**src/rtl/ifft_128_encoder.sv**
```systemverilog
// Transmit-side modulator: 48-bit word -> 24 Hermitian data bins plus pilot ->
// 128 real Q1.15 samples, streamed out with the fft_128 input handshake.
module ifft_128_encoder (
  input  logic        Clk,
  input  logic        Reset,
  input  logic        Pushin,
  input  logic [47:0] DataIn,
  output logic        Ready,
  output logic        PushOut,
  output logic        FirstData,
  output logic [16:0] DoutR,
  output logic [16:0] DoutI
);

  typedef enum logic [1:0] {IDLE, COMPUTE, STREAM} state_t;

  state_t             state;
  logic [47:0]        hold;
  logic [47:0]        work;
  logic               full;
  logic [6:0]         n;
  logic [4:0]         term;
  logic [7:0]         rd_idx;
  logic signed [39:0] acc;
  logic signed [16:0] sbuf [128];

  logic               accept;
  logic               consume;
  logic               full_next;
  logic               wr_en;
  logic [6:0]         f;
  logic [6:0]         phase;
  logic signed [15:0] amp;
  logic signed [15:0] cos_val;
  logic signed [31:0] prod;
  logic signed [16:0] sample;

  // Quarter-wave table: round(32767*cos(2*pi*i/128)) for i = 0..32
  function automatic logic signed [15:0] qtab(input logic [5:0] idx);
    case (idx)
      6'd0:  qtab = 16'sd32767;  6'd1:  qtab = 16'sd32728;  6'd2:  qtab = 16'sd32609;
      6'd3:  qtab = 16'sd32412;  6'd4:  qtab = 16'sd32137;  6'd5:  qtab = 16'sd31785;
      6'd6:  qtab = 16'sd31356;  6'd7:  qtab = 16'sd30852;  6'd8:  qtab = 16'sd30273;
      6'd9:  qtab = 16'sd29621;  6'd10: qtab = 16'sd28898;  6'd11: qtab = 16'sd28105;
      6'd12: qtab = 16'sd27245;  6'd13: qtab = 16'sd26319;  6'd14: qtab = 16'sd25329;
      6'd15: qtab = 16'sd24279;  6'd16: qtab = 16'sd23170;  6'd17: qtab = 16'sd22005;
      6'd18: qtab = 16'sd20787;  6'd19: qtab = 16'sd19519;  6'd20: qtab = 16'sd18204;
      6'd21: qtab = 16'sd16846;  6'd22: qtab = 16'sd15446;  6'd23: qtab = 16'sd14010;
      6'd24: qtab = 16'sd12539;  6'd25: qtab = 16'sd11039;  6'd26: qtab = 16'sd9512;
      6'd27: qtab = 16'sd7962;   6'd28: qtab = 16'sd6393;   6'd29: qtab = 16'sd4808;
      6'd30: qtab = 16'sd3212;   6'd31: qtab = 16'sd1608;
      default: qtab = 16'sd0;
    endcase
  endfunction

  // Full 128-entry cosine from quadrant symmetry
  function automatic logic signed [15:0] cosq(input logic [6:0] m);
    logic [5:0]         idx;
    logic               neg;
    logic signed [15:0] mag;
    idx = {1'b0, m[4:0]};
    neg = 1'b0;
    case (m[6:5])
      2'd0: begin idx = {1'b0, m[4:0]};         neg = 1'b0; end
      2'd1: begin idx = 6'd32 - {1'b0, m[4:0]}; neg = 1'b1; end
      2'd2: begin idx = {1'b0, m[4:0]};         neg = 1'b1; end
      default: begin idx = 6'd32 - {1'b0, m[4:0]}; neg = 1'b0; end
    endcase
    mag = qtab(idx);
    cosq = neg ? -mag : mag;
  endfunction

  always_comb begin
    accept    = Pushin && Ready;
    consume   = full && ((state == IDLE) || (state == STREAM && rd_idx[7]));
    full_next = (full && !consume) || accept;
    wr_en     = (state == COMPUTE) && (term == 5'd25);

    f   = 7'd55;
    amp = 16'sd32767;
    if (term < 5'd24) begin
      f = 7'd4 + {1'b0, term, 1'b0};
      case (work[{term, 1'b0} +: 2])
        2'd0:    amp = 16'sd0;
        2'd1:    amp = 16'sd10912;
        2'd2:    amp = 16'sd21824;
        default: amp = 16'sd32767;
      endcase
    end
    phase   = f * n;
    cos_val = cosq(phase);
    prod    = amp * cos_val;
    sample  = 17'((acc + 40'sd524288) >>> 20);
  end

  always_ff @(posedge Clk) begin
    if (!Reset && wr_en) sbuf[n] <= sample;
  end

  always_ff @(posedge Clk) begin
    if (Reset) begin
      state     <= IDLE;
      hold      <= '0;
      work      <= '0;
      full      <= 1'b0;
      Ready     <= 1'b1;
      PushOut   <= 1'b0;
      FirstData <= 1'b0;
      DoutR     <= '0;
      DoutI     <= '0;
      n         <= '0;
      term      <= '0;
      rd_idx    <= '0;
      acc       <= '0;
    end else begin
      if (accept) hold <= DataIn;
      full  <= full_next;
      Ready <= !full_next;
      DoutI <= '0;
      case (state)
        IDLE: begin
          PushOut   <= 1'b0;
          FirstData <= 1'b0;
          DoutR     <= '0;
          if (consume) begin
            work  <= hold;
            state <= COMPUTE;
            n     <= '0;
            term  <= '0;
            acc   <= '0;
          end
        end
        COMPUTE: begin
          if (term != 5'd25) begin
            acc  <= acc + 40'(prod);
            term <= term + 5'd1;
          end else begin
            acc  <= '0;
            term <= '0;
            n    <= n + 7'd1;
            // Sample 0 leaves on the same edge that writes sample 127
            if (n == 7'd127) begin
              state     <= STREAM;
              PushOut   <= 1'b1;
              FirstData <= 1'b1;
              DoutR     <= sbuf[0];
              rd_idx    <= 8'd1;
            end
          end
        end
        STREAM: begin
          FirstData <= 1'b0;
          if (!rd_idx[7]) begin
            PushOut <= 1'b1;
            DoutR   <= sbuf[rd_idx[6:0]];
            rd_idx  <= rd_idx + 8'd1;
          end else begin
            PushOut <= 1'b0;
            DoutR   <= '0;
            if (consume) begin
              work  <= hold;
              state <= COMPUTE;
              n     <= '0;
              term  <= '0;
              acc   <= '0;
            end else begin
              state <= IDLE;
            end
          end
        end
        default: state <= IDLE;
      endcase
    end
  end

endmodule

```
**config.mk**
```make
export PLATFORM = sky130hd
export DESIGN_NAME = ifft_128_encoder
export DESIGN_NICKNAME = d
export VERILOG_FILES = /design/src/rtl/ifft_128_encoder.sv
export SDC_FILE = /design/constraint.sdc
export NUM_CORES = 2
export LEC_CHECK = 0
export CAP_MARGIN = 20
export CORE_ASPECT_RATIO = 1.25
export CORE_MARGIN = 10
export CORE_UTILIZATION = 40
export CTS_BUF_LIST = sky130_fd_sc_hd__clkbuf_4 sky130_fd_sc_hd__clkbuf_8
export DETAILED_ROUTE_END_ITERATION = 6
export PLACE_DENSITY_LB_ADDON = 0.08
export SKIP_LAST_GASP = 1
export SLEW_MARGIN = 10
export SYNTH_ARGS = -nofsm -noshare
export SYNTH_HDL_FRONTEND = slang
export SYNTH_SLANG_ARGS = --single-unit
```
**constraint.sdc**
```tcl
create_clock -name Clk -period 14.1 [get_ports Clk]
set_clock_uncertainty 0.2 [all_clocks]
set_input_delay 2.82 -clock Clk [delete_from_list [all_inputs] [get_ports Clk]]
set_output_delay 2.82 -clock Clk [all_outputs]
set_load 0.05 [all_outputs]
```
Word level (Yosys, flattened, before mapping)

Memory sizes are Yosys's and may differ from the RTL's. A register that Yosys moved wholly into a read port is not among the register bits.
Index checks and enable logic that the tools add are counted.

Bits in registers: 179
Bits in writable memories: 2176
ROM bits: 480
Output and inout bits: 37
Memories kept: 2

Memories:

| name             | words | bits a word | read ports | clocked after Yosys merged registers in | write ports | RTL line | text |
|---|---|---|---|---|---|---|---|
| sbuf             | 128   | 17          | 2          | 1                                       | 1           | 25       | `logic signed [16:0] sbuf [128];` |
| (name not given) | 32    | 15          | 1          | 0                                       | 0           | 40       | `case (idx)` |

Add/sub/neg operators: 8
Multiply operators: 2
Magnitude comparators: 1
Eq/ne operators: 14
Shifts and indexed selects: 1
Mux-type cells: 45
Reductions and logical operators: 29

Operators with widths:

| cell                                            | number |
|---|---|
| 2-to-1 mux 40 bit                               | 3 |
| case mux 40 bit (3 select lines)                | 1 |
| 2-to-1 mux 48 bit                               | 2 |
| case mux 48 bit (2 select lines)                | 1 |
| 2-to-1 mux 17 bit                               | 3 |
| case mux 17 bit (3 select lines)                | 1 |
| indexed part select 48 x 7 -> 2 bit             | 1 |
| case mux 15 bit (3 select lines)                | 1 |
| 2-to-1 mux 7 bit                                | 6 |
| adder 40 x 32 -> 40 bit                         | 1 |
| adder 37 x 21 -> 37 bit (second input constant) | 1 |
| multiplier 16 x 16 -> 32 bit                    | 1 |
| 2-to-1 mux 16 bit                               | 2 |
| 2-to-1 mux 8 bit                                | 3 |
| case mux 7 bit (3 select lines)                 | 1 |
| negation 16 bit                                 | 1 |
| case mux 8 bit (2 select lines)                 | 1 |
| 2-to-1 mux 15 bit                               | 1 |
| 2-to-1 mux 5 bit                                | 3 |
| case mux 5 bit (3 select lines)                 | 1 |
| AND reduction 3 bit                             | 4 |
| adder 8 x 1 -> 8 bit (second input constant)    | 1 |
| 2-to-1 mux 2 bit                                | 4 |
| inequality test 2 bit (second input constant)   | 4 |
| other kinds (26)                                | 52 |

Longest topological paths before layout

An unclocked memory read counts as a cell.

Depth after elaboration: 14
Mapped depth: 52
Mapped depth without buffers: 50

Least setup slack after synthesis

OpenSTA, ideal clock, no wires.

Path type: register to register
Start: register term[1]
End: register acc[29]
Setup time: 0.122 ns
Data arrival time: 12.005 ns
Slack: 1.773 ns
Stages on the path, launching flop included: 49
Period minus slack after synthesis: 12.327 ns
Cell sequence: dfxtp_1 -> ha_1 -> nor2b_1 -> a21oi_1 -> nand2_1 -> fa_1 -> inv_1 -> ha_1 -> inv_1 -> fa_1 -> fa_1 -> inv_1 -> ha_1 -> buf_2 -> nand2b_1 -> a211oi_1 -> or2_2 -> buf_2 -> [... 13 more ...] -> fa_1 -> inv_1 -> fa_1 -> inv_1 -> fa_1 -> inv_1 -> fa_1 -> ha_1 -> a21oi_1 -> o21ai_0 -> a21oi_1 -> nor2b_1 -> nor4_1 -> o31ai_1 -> a2111oi_0 -> o21ai_0 -> mux2i_1 -> nand3_1

Word-level cells in the longest chain between the ends: 14

Ends and longest elaborated chain:

| what                                                                             | RTL line | text |
|---|---|---|
| start: declaration                                                               | 22       | `logic [4:0] term;` |
| start signal: assignment                                                         | 136      | `term <= term + 5'd1;` |
| parallel branches: the longest is 12 deep, another holds adder 40 x 32 -> 40 bit | -        |  |
| 2-to-1 mux 40 bit (*)                                                            | 134      | `if (term != 5'd25) begin` |
| case mux 40 bit (3 select lines) (*)                                             | 120      | `case (state)` |
| end signal: assignment                                                           | 135      | `acc <= acc + 40'(prod);` |
| end: declaration                                                                 | 24       | `logic signed [39:0] acc;` |

Mark *: on every way between the ends.
A chain may end at the register's enable or synchronous reset.

Worst setup path after layout

Start: register term[1]
End: register acc[30]

The elaborated chain is that of the path after synthesis.

==> run summary <==
• 0.07 ns — clock transition at the registers of the reported paths
• 0.138 mV — maximum VDD drop
• finished clean — outcome
• sky130_fd_sc_hd__edfxtp_1 65%, sky130_fd_sc_hd__mux4_2 16%, sky130_fd_sc_hd__dfxtp_1 3.7% — synth top area cells
• 130 — pin count of the biggest net entering global routing
• 29.0 µm — average wire length per cell after detail routing
• 0 — # hold bufs at CTS
• 14.83 ns — worst endpoint required time
• sky130_fd_sc_hd__fa_1 — cell repeated most along the worst path
• 143 nW/µm² — power per standard cell area
• 5313 — gate count of the mapped netlist
• 54000 — number of global-route vias before repair
• 87 — post-synthesis cell type count
• 0 — max capacitance violation total
• 70 — count of port buffers added during placement
• 0.953 — Tcrit/Tclk final
• 51100 — routed via count
• 18.9 µm² — Avg Inst Size Synth
• 0 — share of synthesized flip-flops with an asynchronous set or reset
• 0.0390 µW — standby leakage power
• 100000 µm² — total standard cell area after synthesis
• 0.207 — headroom to the max-slew limit
• register — CP Capture Type
• 2176 — number of synthesized flops with an enable pin
• 164 mm — placed wire-length estimate
• 0.402 — initial standard-cell utilization of the core
• 0 — DRC viols
• 2359 — register bit total from synthesis
• 2359 — number of sinks handled by clock tree synthesis
• 0.251 ns — worst hold-check slack
• 5.48 — vias per inst
• yes — RSZ-0062 raised after global routing
• 271000 µm² — Die Footprint
• 9321 — Post-Layout Cell Count
• sky130_fd_sc_hd__edfxtp_1 — post-synthesis cell type with the largest combined area
• 0 — antenna-violating nets left
• 0 — Synthesis Warnings
• 205 — row cnt
• 0.688 — share of synthesized area occupied by flip-flops and latches
• register to register — worst hold path class
• sky130_fd_sc_hd__clkbuf_8 — Clk Tree Root Cell
• register to register — type of the worst setup path
• 0.800 — global placer's final weighted congestion
• 14.17 ns — arrival time reported for the critical path endpoint
• 4 — Longest Clk Path Bufs
• 12 — initial antenna violation count
• 5 — Max H-tree Level
• 0 — number of endpoints with negative hold slack in the final report
• 13.4% — area added between synthesis and finish
• 88 — count of pins on the block boundary
• built — clock tree from TritonCTS
• sky130_fd_sc_hd__edfxtp_1 — leading cell type in the layout, fill and taps excluded
• 13.44 ns — Min Clock Period, post-route
• 2176 x sky130_fd_sc_hd__edfxtp_1, 724 x sky130_fd_sc_hd__mux4_2, 413 x sky130_fd_sc_hd__clkbuf_8, 311 x sky130_fd_sc_hd__nand2_1, 290 x sky130_fd_sc_hd__inv_1 — commonest cells after routing, fill and taps aside
• 391 mm — wire length of the first global-routing pass
• 0.196 — global-route usage over all layers
• 0 — total count of max-transition violations in the final report
• 0.651 — area share of the largest cell type after synthesis
• 4132 — Iteration-0 DRC Markers
• sky130_fd_sc_hd__or4b_1 — cell with the largest stage delay on the worst path
• 468 µm — die outline width
• 0.65 ns — maximum cell stage delay along the critical path
• 8620 — placed instance count
• 580 µm — Die Height
• 7 — first-pass detailed-route iteration total
• 0.99 ns — source-to-sink clock delay at the later pin of the worst-skew pair
• 17 — biggest fanout along the worst timing path
• 0 — overflow left after global routing
• 390 — number of CTS-inserted buffers
• 1.19 ns — transition time at the pin with the least slew margin
• sky130_fd_sc_hd__edfxtp_1 — most common flop cell mapped by yosys
• 0.282 — layout cells sized above 1
• 250000 µm² — core outline area
• 0 — final setup violation count
• 6090 — Post-layout nets
• 74.4 MHz — maximum clock frequency
• register — Worst setup SP type
• 270 mm — total wire length after detailed routing
==> area by class of cell <==
| class | count | area (µm²) |
|---|---|---|
| fillers | 21500 | 136000 |
| flip-flops and latches | 2359 | 69000 |
| multi-input cells | 2389 | 29600 |
| clock buffers | 558 | 6770 |
| well taps | 3312 | 4140 |
| repair buffers | 270 | 2330 |
| inverters | 293 | 1100 |
| clock inverters | 134 | 776 |
| diodes | 6 | 15.0 |
==> worst max-delay path: cells and delay by family, from the launching register on <==
family                   cells  cell delay [ns]
adder cells (fa/ha/maj)     14             6.31
AND/OR/NAND/NOR             11             2.95
AO/OA/AOI/OAI               10             2.79
buffers and inverters        7             0.57
flip-flops                   1             0.31
XOR/XNOR                     1             0.20
==> report_power, final <==
group	total (µW)	leakage [µW]	internal, µW	switching [µW]
clock network	5900	0.00400	3170	2720
logic	2670	0.0120	1250	1420
registers	7690	0.0230	7610	77.2
==> per-layer routing <==
layer | up-vias | share of wire | GRT usage
li1 | 21900 | - | -
met4 | 2 | 0.021 | 0.0439
met2 | 1384 | 0.51 | 0.337
met3 | 395 | 0.049 | 0.0305
met1 | 27500 | 0.42 | 0.263
met5 | - | 0.000074 | 0
==> cell usage after synthesis, drive strengths merged, types with 26 or more instances <==
cell    number
edfxtp    2176
mux4       724
nand2      312
inv        292
nor2       277
clkbuf     195
dfxtp      183
fa         171
ha         165
a21oi      158
buf         93
o21ai       67
xnor2       54
nand3       41
xor2        33
a22oi       29
nand2b      26
==> flip-flops by register name, indices dropped and copies added, names as in the netlist, named ones only <==
name / count
DoutR: 17
FirstData: 1
PushOut: 1
Ready: 1
acc: 37
full: 1
hold: 48
n: 7
rd_idx: 8
sbuf: 2176
state: 2
term: 5
work: 48
==> final timing paths <==
kind	from	endpoint	slack, ns	cells past startpoint
worst max-delay path	term[1]$_SDFFE_PP0P_	acc[30]$_SDFFE_PP0P_	0.66	43
worst min-delay path	hold[40]$_SDFFE_PP0P_	work[40]$_SDFFE_PP0P_	0.25	2
worst min register to register	hold[40]$_SDFFE_PP0P_	work[40]$_SDFFE_PP0P_	0.25	2
worst max register to register	term[1]$_SDFFE_PP0P_	acc[30]$_SDFFE_PP0P_	0.66	43
==> cell families after synthesis <==
group,share of synthesized area
flip-flops,0.688
adder cells (fa/ha/maj),0.0547
AND/OR/NAND/NOR,0.0336
XOR/XNOR,0.00812
multiplexers,0.166
buffers and inverters,0.0228
AO/OA/AOI/OAI,0.0267
other,0.0000374
==> stage by stage <==
stage | power (µW) | TNS [ns] | area, µm² | utilization | setup slack (ns)
floorplan | 9760 | 0 | 100000 | - | 1.77
global placement | 10600 | 0 | 106000 | 0.425 | 0.438
detailed placement | 10600 | 0 | 106000 | 0.425 | 0.395
CTS | 16500 | 0 | 114000 | 0.456 | 0.359
global route | 17000 | -0.0780 | 114000 | 0.456 | -0.0780
finish | 16300 | 0 | 114000 | 0.456 | 0.658
==> timing repair <==
| action | CTS | global route |
|---|---|---|
| setup endpoints to repair | 0 | 5 |
| buffers inserted | 0 | 2 |
| resized for setup | 0 | 3 |
| endpoints found under the hold margin | 0 | 0 |
(Power assumes the default switching activity.)
